--- src/rtl/ps2_key_fifo.sv ---
// Keystroke capture between PS2_controller and the LCD writer: edge-detects code-ready,
// filters break codes, tracks shift, and buffers {shift, scan_code} words in a FWFT FIFO.
// Optional shift tracking is enabled by defining PS2_KEY_FIFO_SHIFT_TRACK_EN.
module ps2_key_fifo #(
  parameter  int unsigned DEPTH = 16,
  localparam int unsigned AW    = $clog2(DEPTH)
) (
  input  logic          Clock_50,
  input  logic          Reset,
  input  logic [7:0]    PS2_code,
  input  logic          PS2_code_ready,
  input  logic          PS2_make_code,
  input  logic          Key_pop,
  input  logic          Flush,
  output logic          Key_valid,
  output logic [8:0]    Key_data,
  output logic [AW:0]   Key_count,
  output logic          Shift_held,
  output logic          Overflow
);

  localparam int unsigned CW = AW + 1;
  localparam int unsigned WW = 9;

  logic          ready_q;
  logic [AW-1:0] wp;
  logic [AW-1:0] rp;
  logic [CW-1:0] cnt;
  logic [WW-1:0] mem [DEPTH];

  logic          key_event;
  logic          push_req;
  logic          push_ok;
  logic          pop_ok;
  logic          full;
  logic          wr_en;
  logic [WW-1:0] push_word;
  logic [AW-1:0] wp_nx;
  logic [AW-1:0] rp_nx;
  logic [CW-1:0] cnt_nx;
  logic [WW-1:0] head_nx;
  logic          shift_nx;
  logic          ovf_nx;
`ifdef PS2_KEY_FIFO_SHIFT_TRACK_EN
  logic          is_shift;
`endif

  // Event classification: shift codes update state, other makes become push requests
  always_comb begin
    key_event = PS2_code_ready & ~ready_q;
`ifdef PS2_KEY_FIFO_SHIFT_TRACK_EN
    is_shift  = (PS2_code == 8'h12) || (PS2_code == 8'h59);
    push_req  = key_event & PS2_make_code & ~is_shift;
    push_word = {Shift_held, PS2_code};
    shift_nx  = Shift_held;
    if (key_event && is_shift) begin
      shift_nx = PS2_make_code;
    end
`else
    push_req  = key_event & PS2_make_code;
    push_word = {1'b0, PS2_code};
    shift_nx  = 1'b0;
`endif
  end

  // FIFO next-state; the registered head bypasses the write when it lands on the head slot
  always_comb begin
    full    = (cnt == CW'(DEPTH));
    pop_ok  = Key_pop & (cnt != '0);
    push_ok = push_req & (~full | pop_ok);
    wr_en   = push_ok & ~Flush;
    wp_nx   = push_ok ? AW'(wp + 1'b1) : wp;
    rp_nx   = pop_ok  ? AW'(rp + 1'b1) : rp;
    cnt_nx  = CW'(cnt + CW'(push_ok) - CW'(pop_ok));
    ovf_nx  = Overflow | (push_req & ~push_ok);
    head_nx = '0;
    if (cnt_nx != '0) begin
      head_nx = (push_ok && (rp_nx == wp)) ? push_word : mem[rp_nx];
    end
    if (Flush) begin
      wp_nx   = '0;
      rp_nx   = '0;
      cnt_nx  = '0;
      ovf_nx  = 1'b0;
      head_nx = '0;
    end
  end

  // Storage array carries no reset; only slots below cnt are ever observed
  always_ff @(posedge Clock_50) begin
    if (wr_en) begin
      mem[wp] <= push_word;
    end
  end

  always_ff @(posedge Clock_50 or posedge Reset) begin
    if (Reset) begin
      ready_q    <= 1'b0;
      wp         <= '0;
      rp         <= '0;
      cnt        <= '0;
      Key_valid  <= 1'b0;
      Key_data   <= '0;
      Shift_held <= 1'b0;
      Overflow   <= 1'b0;
    end else begin
      ready_q    <= PS2_code_ready;
      wp         <= wp_nx;
      rp         <= rp_nx;
      cnt        <= cnt_nx;
      Key_valid  <= (cnt_nx != '0);
      Key_data   <= head_nx;
      Shift_held <= shift_nx;
      Overflow   <= ovf_nx;
    end
  end

  assign Key_count = cnt;

endmodule

--- config.mk ---
export PLATFORM = sky130hd
export DESIGN_NAME = ps2_key_fifo
export DESIGN_NICKNAME = d
export VERILOG_FILES = /design/src/rtl/ps2_key_fifo.sv
export SDC_FILE = /design/constraint.sdc
export NUM_CORES = 1
export LEC_CHECK = 0
export ABC_AREA = 1
export CAP_MARGIN = 40
export CORE_UTILIZATION = 54
export CTS_CLUSTER_DIAMETER = 40
export DETAILED_ROUTE_END_ITERATION = 6
export MAX_ROUTING_LAYER = met4
export PLACE_DENSITY = 0.75
export SETUP_SLACK_MARGIN = 0.4
export SLEW_MARGIN = 5
export SYNTH_ARGS = -nofsm -noshare
export SYNTH_HDL_FRONTEND = slang
export SYNTH_SLANG_ARGS = --single-unit
--- constraint.sdc ---
create_clock -name Clock_50 -period 2.6 [get_ports Clock_50]
set_input_delay 0.78 -clock Clock_50 [delete_from_list [all_inputs] [get_ports Clock_50]]
set_output_delay 0.78 -clock Clock_50 [all_outputs]
set_load 0.05 [all_outputs]
==> results.sh, run 1 <==
export IMPL_cpPeakStageDelay_ns=0.41
export IMPL_max_freq_mhz=373
export IMPL_drive_gt1_share_pct=24.0
export IMPL_setup_ws_ns=-0.0779
export IMPL_slew_limit_headroom_pct=54.9
export IMPL_firstDrtPassIters=5
export IMPL_reg2reg_slack_ns=-0.08
export IMPL_synth_top_family_by_area="simple AND/OR/NAND/NOR gates"
export IMPL_cpMostUsedCell="nand2_4"
export IMPL_final_area_um2=8490
export IMPL_leakage_nw=3.26
export IMPL_utilization_pct=70.4
export IMPL_detail_route_antenna_nets=0
export IMPL_nets=703
export IMPL_finalClockSkew_ns=0.00756
export IMPL_gr_total_overflow=0
export IMPL_required_ns=2.95
export IMPL_grt_pass1_vias=4863
export IMPL_synth_area_per_cell_um2=11.2
export IMPL_reg2reg_to="Key_data[5]$_DFF_PP0_"
export IMPL_failed_checks="negative setup slack"
export IMPL_grt_max_degree=51
export IMPL_gp_congestion=0.931
export IMPL_rsz0062_at_grt="true"
export IMPL_synthAdderAreaFrac_pct=2.17
export IMPL_r2r_start="Key_count[3]$_DFF_PP0_"
export IMPL_route_vias_total=4975
export IMPL_synth_mux_area_share_pct=0
export IMPL_die_area_um2=12900
export IMPL_hold_path_endpoint="Overflow$_DFF_PP0_"
export IMPL_cp_cell_sequence="inv_2, ha_4, buf_6, nand3_4, nand2_4, inv_4, nand2_4, nand2_4, ha_4, fa_2, buf_6, xor2_4, nor3_2, buf_4, a31oi_4, nand2_1, a21oi_1"
export IMPL_worst_slew_pin_slew_ns=0.674
export IMPL_critPathKind="reg -> reg"
export IMPL_wl_mm=16.3
export IMPL_synth_compound_gate_area_share_pct=2.00
export IMPL_seq_area_um2=4450
export IMPL_synth_xor_area_share_pct=0.785
export IMPL_io_buffers=28
export IMPL_antenna_found_initial=0
export IMPL_syn_instance_count=600
export IMPL_initial_core_util_pct=55.5
export IMPL_critPathCaptureType="register"
export IMPL_grt_pass1_wl_mm=25.5
export IMPL_path_clk_slew_ns=0.06
export IMPL_reg2reg_depth=17
export IMPL_final_cell_mix="nand3_1 (179), edfxtp_1 (128), nand2_1 (98), buf_4 (50), inv_1 (24)"
export IMPL_yosysWarnings=0
export IMPL_drc=0
export IMPL_critPathMaxFanout=5
export IMPL_dpl_hpwl_mm=9.97
export IMPL_cts_buffers=17
export IMPL_status="finished with violations"
export IMPL_synth_simple_area_share_pct=23.9
export IMPL_drv_cap=0
export IMPL_critPathLaunchType="register"
export IMPL_via_per_inst=5.79
export IMPL_yosysSeqAreaShare_pct=66.4
export IMPL_cts_tree="done"
export IMPL_final_setup_tns_ns=-0.376
export IMPL_slew_viol_final=0
export IMPL_multiInputGateArea_um2=2240
export IMPL_min_path_cells=2
export IMPL_cts_sinks=152
export IMPL_ys_seq_elements=152
export IMPL_finalCriticalPeriod_ns=2.68
export IMPL_wire_per_inst_um=19.0
export IMPL_arrival_ns=3.03
export IMPL_clockBufferDepth=2
export IMPL_setup_viol=9
export IMPL_hold_violations=0
export IMPL_area_delta_synth_final_pct=26.8
export IMPL_synthesis_area_um2=6700
export IMPL_initialDrtViolationCount=507
export IMPL_cts_hold_buf=0
export IMPL_cp_slowest_cell="dfrtp_2"
export IMPL_row_count=40
export IMPL_coreArea_um2=12100
export IMPL_fp_dieW_um=113
export IMPL_insertion_delay_ns=0.42
export IMPL_antenna_cells=0
export IMPL_ctsRootBufferMaster="clkbuf_16"
export IMPL_dpl_instance_area_um2=7630
export IMPL_ys_types=35
export IMPL_hp_start="Overflow$_DFF_PP0_"
export IMPL_ir_worst_vdd_uv=647
export IMPL_die_h_um=113
export IMPL_cts_max_level=4
export IMPL_track_usage_pct=27.6
export IMPL_power_per_cell_area_nw_per_um2=1130
export IMPL_hold_path_class="reg -> reg"
export IMPL_mostFrequentLayoutCell="nand3_1"
export IMPL_n_fill_cell=818
export IMPL_period_share_pct=103
export IMPL_pin_count=31
==> cell usage after synthesis <==
master | instances | area share (%)
nand2_2 | 5 | 0.47
ha_1 | 10 | 1.9
clkbuf_1 | 2 | 0.11
a21oi_1 | 11 | 0.82
buf_1 | 3 | 0.17
nor3b_1 | 1 | 0.11
xor2_1 | 3 | 0.39
buf_4 | 10 | 1.1
buf_6 | 1 | 0.17
nor2_4 | 1 | 0.17
nand4_1 | 8 | 0.75
nand3_2 | 1 | 0.15
edfxtp_1 | 128 | 57
and3_1 | 1 | 0.093
buf_2 | 19 | 1.4
inv_2 | 3 | 0.17
a31oi_2 | 1 | 0.19
inv_1 | 28 | 1.6
nand3_1 | 180 | 13
a21o_1 | 1 | 0.11
a21oi_2 | 1 | 0.13
nor2_1 | 25 | 1.4
dfrtp_1 | 24 | 9.0
o21ai_0 | 5 | 0.37
xnor2_1 | 3 | 0.39
o21a_1 | 1 | 0.11
nor2_2 | 1 | 0.093
nor3_1 | 11 | 0.82
or2_2 | 1 | 0.093
nand2_1 | 105 | 5.9
nand2_4 | 1 | 0.17
o21ai_2 | 2 | 0.26
conb_1 | 1 | 0.056
nand3_4 | 1 | 0.26
fa_1 | 1 | 0.30
==> through the flow <==
stage	power [mW]	hold WS, ns	std cells	worst slack [ns]
finish	9.61	0.511	859	-0.0779
global route	10.1	0.560	859	-0.160
CTS	9.25	0.502	852	-0.0420
detailed placement	6.55	0.490	811	-0.741
global placement	6.47	0.485	811	-0.609
floorplan	5.39	0.553	601	-0.0397
==> logic make-up after synthesis <==
kind of cell | Yosys count
flops | 152
xor+xnor | 6
buf+inv | 66
simple gates | 342
other cells | 1
compound gates | 22
fa+ha+maj | 11
==> layer usage <==
layer | up-vias | GRT usage, % | part of all wire [%] | wire length [µm]
li1 | 2283 | - | - | -
met1 | 2444 | 34.7 | 41 | 6690
met2 | 222 | 44.3 | 50 | 8150
met3 | 26 | 6.27 | 7.1 | 1150
met4 | 0 | 9.65 | 1.8 | 293
met5 | - | - | 0 | 0
==> power breakdown <==
group / switching [mW] / internal (mW)
Clock: 0.940 / 1.49
Sequential: 0.0735 / 2.77
Combinational: 2.75 / 1.58
Total: 3.77 / 5.85
==> worst max-delay path, delay by kind of cell (launching register included) <==
family | cells | cell delay [ns]
buffers and inverters | 5 | 0.51
DFF | 1 | 0.41
adders and majority gates | 3 | 0.67
AOI/OAI and AO/OA | 2 | 0.35
and+or+nand+nor | 6 | 0.48
xor gates and xnor gates | 1 | 0.18
==> flip-flops by register name, summed over array words and instances (netlist names) <==
register	cells
ready_q	1
mem	128
wp	4
Key_valid	1
Overflow	1
rp	4
Key_count	5
Key_data	8
==> what timing repair did <==
item	in CTS	in global routing
gates cloned	1	0
resized for setup	40	22
buffers inserted	8	7
pin swaps	15	17
endpoints found under the setup margin	156	103
==> worst max-delay path by stage <==
stage                                      start  slack (ns)  cells past startpoint                     to
final                     Key_count[3]$_DFF_PP0_       -0.08                     17  Key_data[5]$_DFF_PP0_
after global routing      Key_count[3]$_DFF_PP0_       -0.16                     17  Key_data[5]$_DFF_PP0_
after CTS                 Key_count[2]$_DFF_PP0_       -0.04                     16  Key_data[5]$_DFF_PP0_
after detailed placement          PS2_code_ready       -0.74                     15  Key_data[5]$_DFF_PP0_
after global placement            PS2_code_ready       -0.61                     15  Key_data[7]$_DFF_PP0_
after floorplan           Key_count[3]$_DFF_PP0_       -0.04                     16  Key_data[0]$_DFF_PP0_
==> layout make-up <==
cell class | instances | share of cell area [%]
inverter | 31 | 1.40
multi-input combinational | 384 | 26.4
clock inverter | 14 | 1.86
clock buffer | 18 | 5.05
sequential | 152 | 52.4
timing repair buffer | 92 | 10.4
tap | 168 | 2.47
No activity file was read; power rests on OpenSTA's default activity.
==> run 2: changes to the inputs <==
--- a/config.mk
+++ b/config.mk
@@ -12,6 +12,7 @@
 export DETAILED_ROUTE_END_ITERATION = 6
 export MAX_ROUTING_LAYER = met4
 export PLACE_DENSITY = 0.75
+export REMOVE_ABC_BUFFERS = 1
 export SETUP_SLACK_MARGIN = 0.4
 export SLEW_MARGIN = 5
 export SYNTH_ARGS = -nofsm -noshare
==> results.sh, run 2 (same netlist as run 1, synthesis figures left out) <==
export IMPL_status="finished with violations"
export IMPL_failed_checks="design-rule violations, negative setup slack"
export IMPL_gr_total_overflow=0
export IMPL_grt_pass1_wl_mm=26.0
export IMPL_fp_dieW_um=113
export IMPL_hold_path_class="reg -> reg"
export IMPL_cp_slowest_cell="fa_2"
export IMPL_holdWs_ns=0.505
export IMPL_path_clk_slew_ns=0.06
export IMPL_antenna_cells=0
export IMPL_clkPwrFrac_pct=24.6
export IMPL_initialDrtViolationCount=594
export IMPL_setup_viol=8
export IMPL_max_freq_mhz=381
export IMPL_leakage_nw=3.32
export IMPL_row_count=40
export IMPL_wl_mm=17.1
export IMPL_ir_worst_vdd_uv=459
export IMPL_drv_cap=0
export IMPL_slew_viol_final=0
export IMPL_ctsRootBufferMaster="clkbuf_16"
export IMPL_p_comb_share_pct=45.0
export IMPL_p_switching_mw=3.69
export IMPL_insertion_delay_ns=0.42
export IMPL_post_place_ws_ns=-0.845
export IMPL_cts_tree="done"
export IMPL_required_ns=2.95
export IMPL_detail_route_antenna_nets=0
export IMPL_finalClockSkew_ns=0.00589
export IMPL_period_share_pct=101
export IMPL_initial_core_util_pct=55.5
export IMPL_coreArea_um2=12100
export IMPL_internal_power_mw=5.62
export IMPL_cts_hold_buf=0
export IMPL_setup_ws_ns=-0.0242
export IMPL_area_delta_synth_final_pct=26.6
export IMPL_finalPower_mw=9.32
export IMPL_cpPeakStageDelay_ns=0.38
export IMPL_rsz0062_at_grt="true"
export IMPL_slew_limit_headroom_pct=64.8
export IMPL_cts_sinks=152
export IMPL_hold_violations=0
export IMPL_die_area_um2=12900
export IMPL_regMostFlops="mem"
export IMPL_final_setup_tns_ns=-0.0843
export IMPL_final_cell_mix="nand3_1 (179), edfxtp_1 (128), nand2_1 (94), buf_4 (54), inv_1 (25)"
export IMPL_crit_buf_inv=4
export IMPL_via_per_inst=5.86
export IMPL_cts_max_level=4
export IMPL_cp_cell_sequence="dlygate4sd2_1, buf_6, nand2_4, inv_2, nand2_1, nand2_2, ha_4, fa_2, a21oi_2, nor2_1, nor2_2, xnor2_2, a31oi_4, buf_6, nand2_2, a21oi_1"
export IMPL_utilization_pct=70.3
export IMPL_seqPwrFrac_pct=30.4
export IMPL_largest_reg_flops=128
export IMPL_route_vias_total=5095
export IMPL_grt_max_degree=50
export IMPL_critPathMaxFanout=4
export IMPL_io_buffers=28
export IMPL_switching_share_pct=39.6
export IMPL_gp_congestion=0.898
export IMPL_nets=713
export IMPL_power_per_cell_area_nw_per_um2=1100
export IMPL_grt_pass1_vias=4992
export IMPL_track_usage_pct=28.4
export IMPL_critPathKind="in -> reg"
export IMPL_die_h_um=113
export IMPL_cts_buffers=17
export IMPL_pin_count=31
export IMPL_mostFrequentLayoutCell="nand3_1"
export IMPL_drc=2
export IMPL_drive_gt1_share_pct=24.7
export IMPL_finalCriticalPeriod_ns=2.62
export IMPL_critPathLaunchType="primary input"
export IMPL_n_fill_cell=792
export IMPL_antenna_found_initial=0
export IMPL_dpl_hpwl_mm=10.1
export IMPL_critPathCaptureType="register"
export IMPL_wire_per_inst_um=19.7
export IMPL_firstDrtPassIters=7
export IMPL_arrival_ns=2.97
export IMPL_cp_top_family="buffers and inverters"
export IMPL_clockBufferDepth=2
export IMPL_worst_slew_pin_slew_ns=0.530
## run 2: cell count changes in the layout (fill, tap and decap cells not counted), moves of 3 or more
cell / change
buf_6: +8
dfrtp_1: +5
dfrtp_2: -5
buf_4: +4
nand2_1: -4
nor3_1: +4
nor3_2: -4
buf_12: -3
buf_8: +3
inv_6: +3
nand2_2: +3
## run 2: worst register-to-register path, stage by stage, from the launching register on
cell and delay [ns]:
dfrtp_1 0.39, inv_2 0.09, ha_4 0.16, nand3_2 0.11, nand2_4 0.09, inv_2 0.04
nand2_1 0.09, nand2_2 0.07, ha_4 0.16, fa_2 0.38, a21oi_2 0.13, nor2_1 0.06
nor2_2 0.13, xnor2_2 0.11, a31oi_4 0.22, buf_6 0.16, nand2_2 0.05, a21oi_1 0.11
## run 2: path summary, 6_finish.rpt
kind                                        start               endpoint  slack (ns)  cells after the start
max                                       Key_pop  Key_data[3]$_DFF_PP0_       -0.02                     16
min                            Overflow$_DFF_PP0_     Overflow$_DFF_PP0_        0.50                      2
max reg2reg                Key_count[2]$_DFF_PP0_  Key_data[3]$_DFF_PP0_       -0.02                     17
min reg2reg                    Overflow$_DFF_PP0_     Overflow$_DFF_PP0_        0.50                      2
max in group asynchronous                   Reset  Key_data[6]$_DFF_PP0_        1.43                      3
min in group asynchronous                   Reset      wp[1]$_DFFE_PP0P_        0.63                      2
## run 2: per-layer routing
layer | wire length, µm | track usage [%] | part of all wire [%] | up-vias
met5 | 0 | - | 0 | -
met4 | 507 | 14.6 | 3.0 | 0
met3 | 1270 | 4.94 | 7.4 | 44
met2 | 8730 | 45.0 | 51 | 272
met1 | 6590 | 35.4 | 39 | 2481
li1 | - | - | - | 2298
## run 2: area by class of cell
| cell class | count | area, µm² | area share, % |
|---|---|---|---|
| inverter | 31 | 116 | 1.37 |
| tap | 168 | 210 | 2.48 |
| timing repair buffer | 103 | 972 | 11.5 |
| clock buffer | 18 | 429 | 5.06 |
| clock inverter | 14 | 124 | 1.46 |
| sequential | 152 | 4440 | 52.4 |
| multi-input combinational | 383 | 2180 | 25.7 |
## run 2: power groups by stage
stage,clock (mW),combinational [mW],sequential (mW)
after floorplan,0,1.91,3.18
after global placement,0,3.62,2.88
after detailed placement,0,3.69,2.88
after CTS,2.29,3.95,2.83
after global routing,2.40,4.49,2.85
final,2.29,4.19,2.84
## run 2: through the flow
stage	cells	area (µm²)
finish	869	8480
global route	869	8480
CTS	865	8250
detailed placement	822	7550
global placement	822	7550
floorplan	566	6500
## run 2: repair_timing
action                     4_1_cts  5_1_grt
hold endpoints to repair         0        0
gates resized for setup         47       64
setup endpoints to repair      148      134
pin swaps                       10       14
buffers inserted                11        4
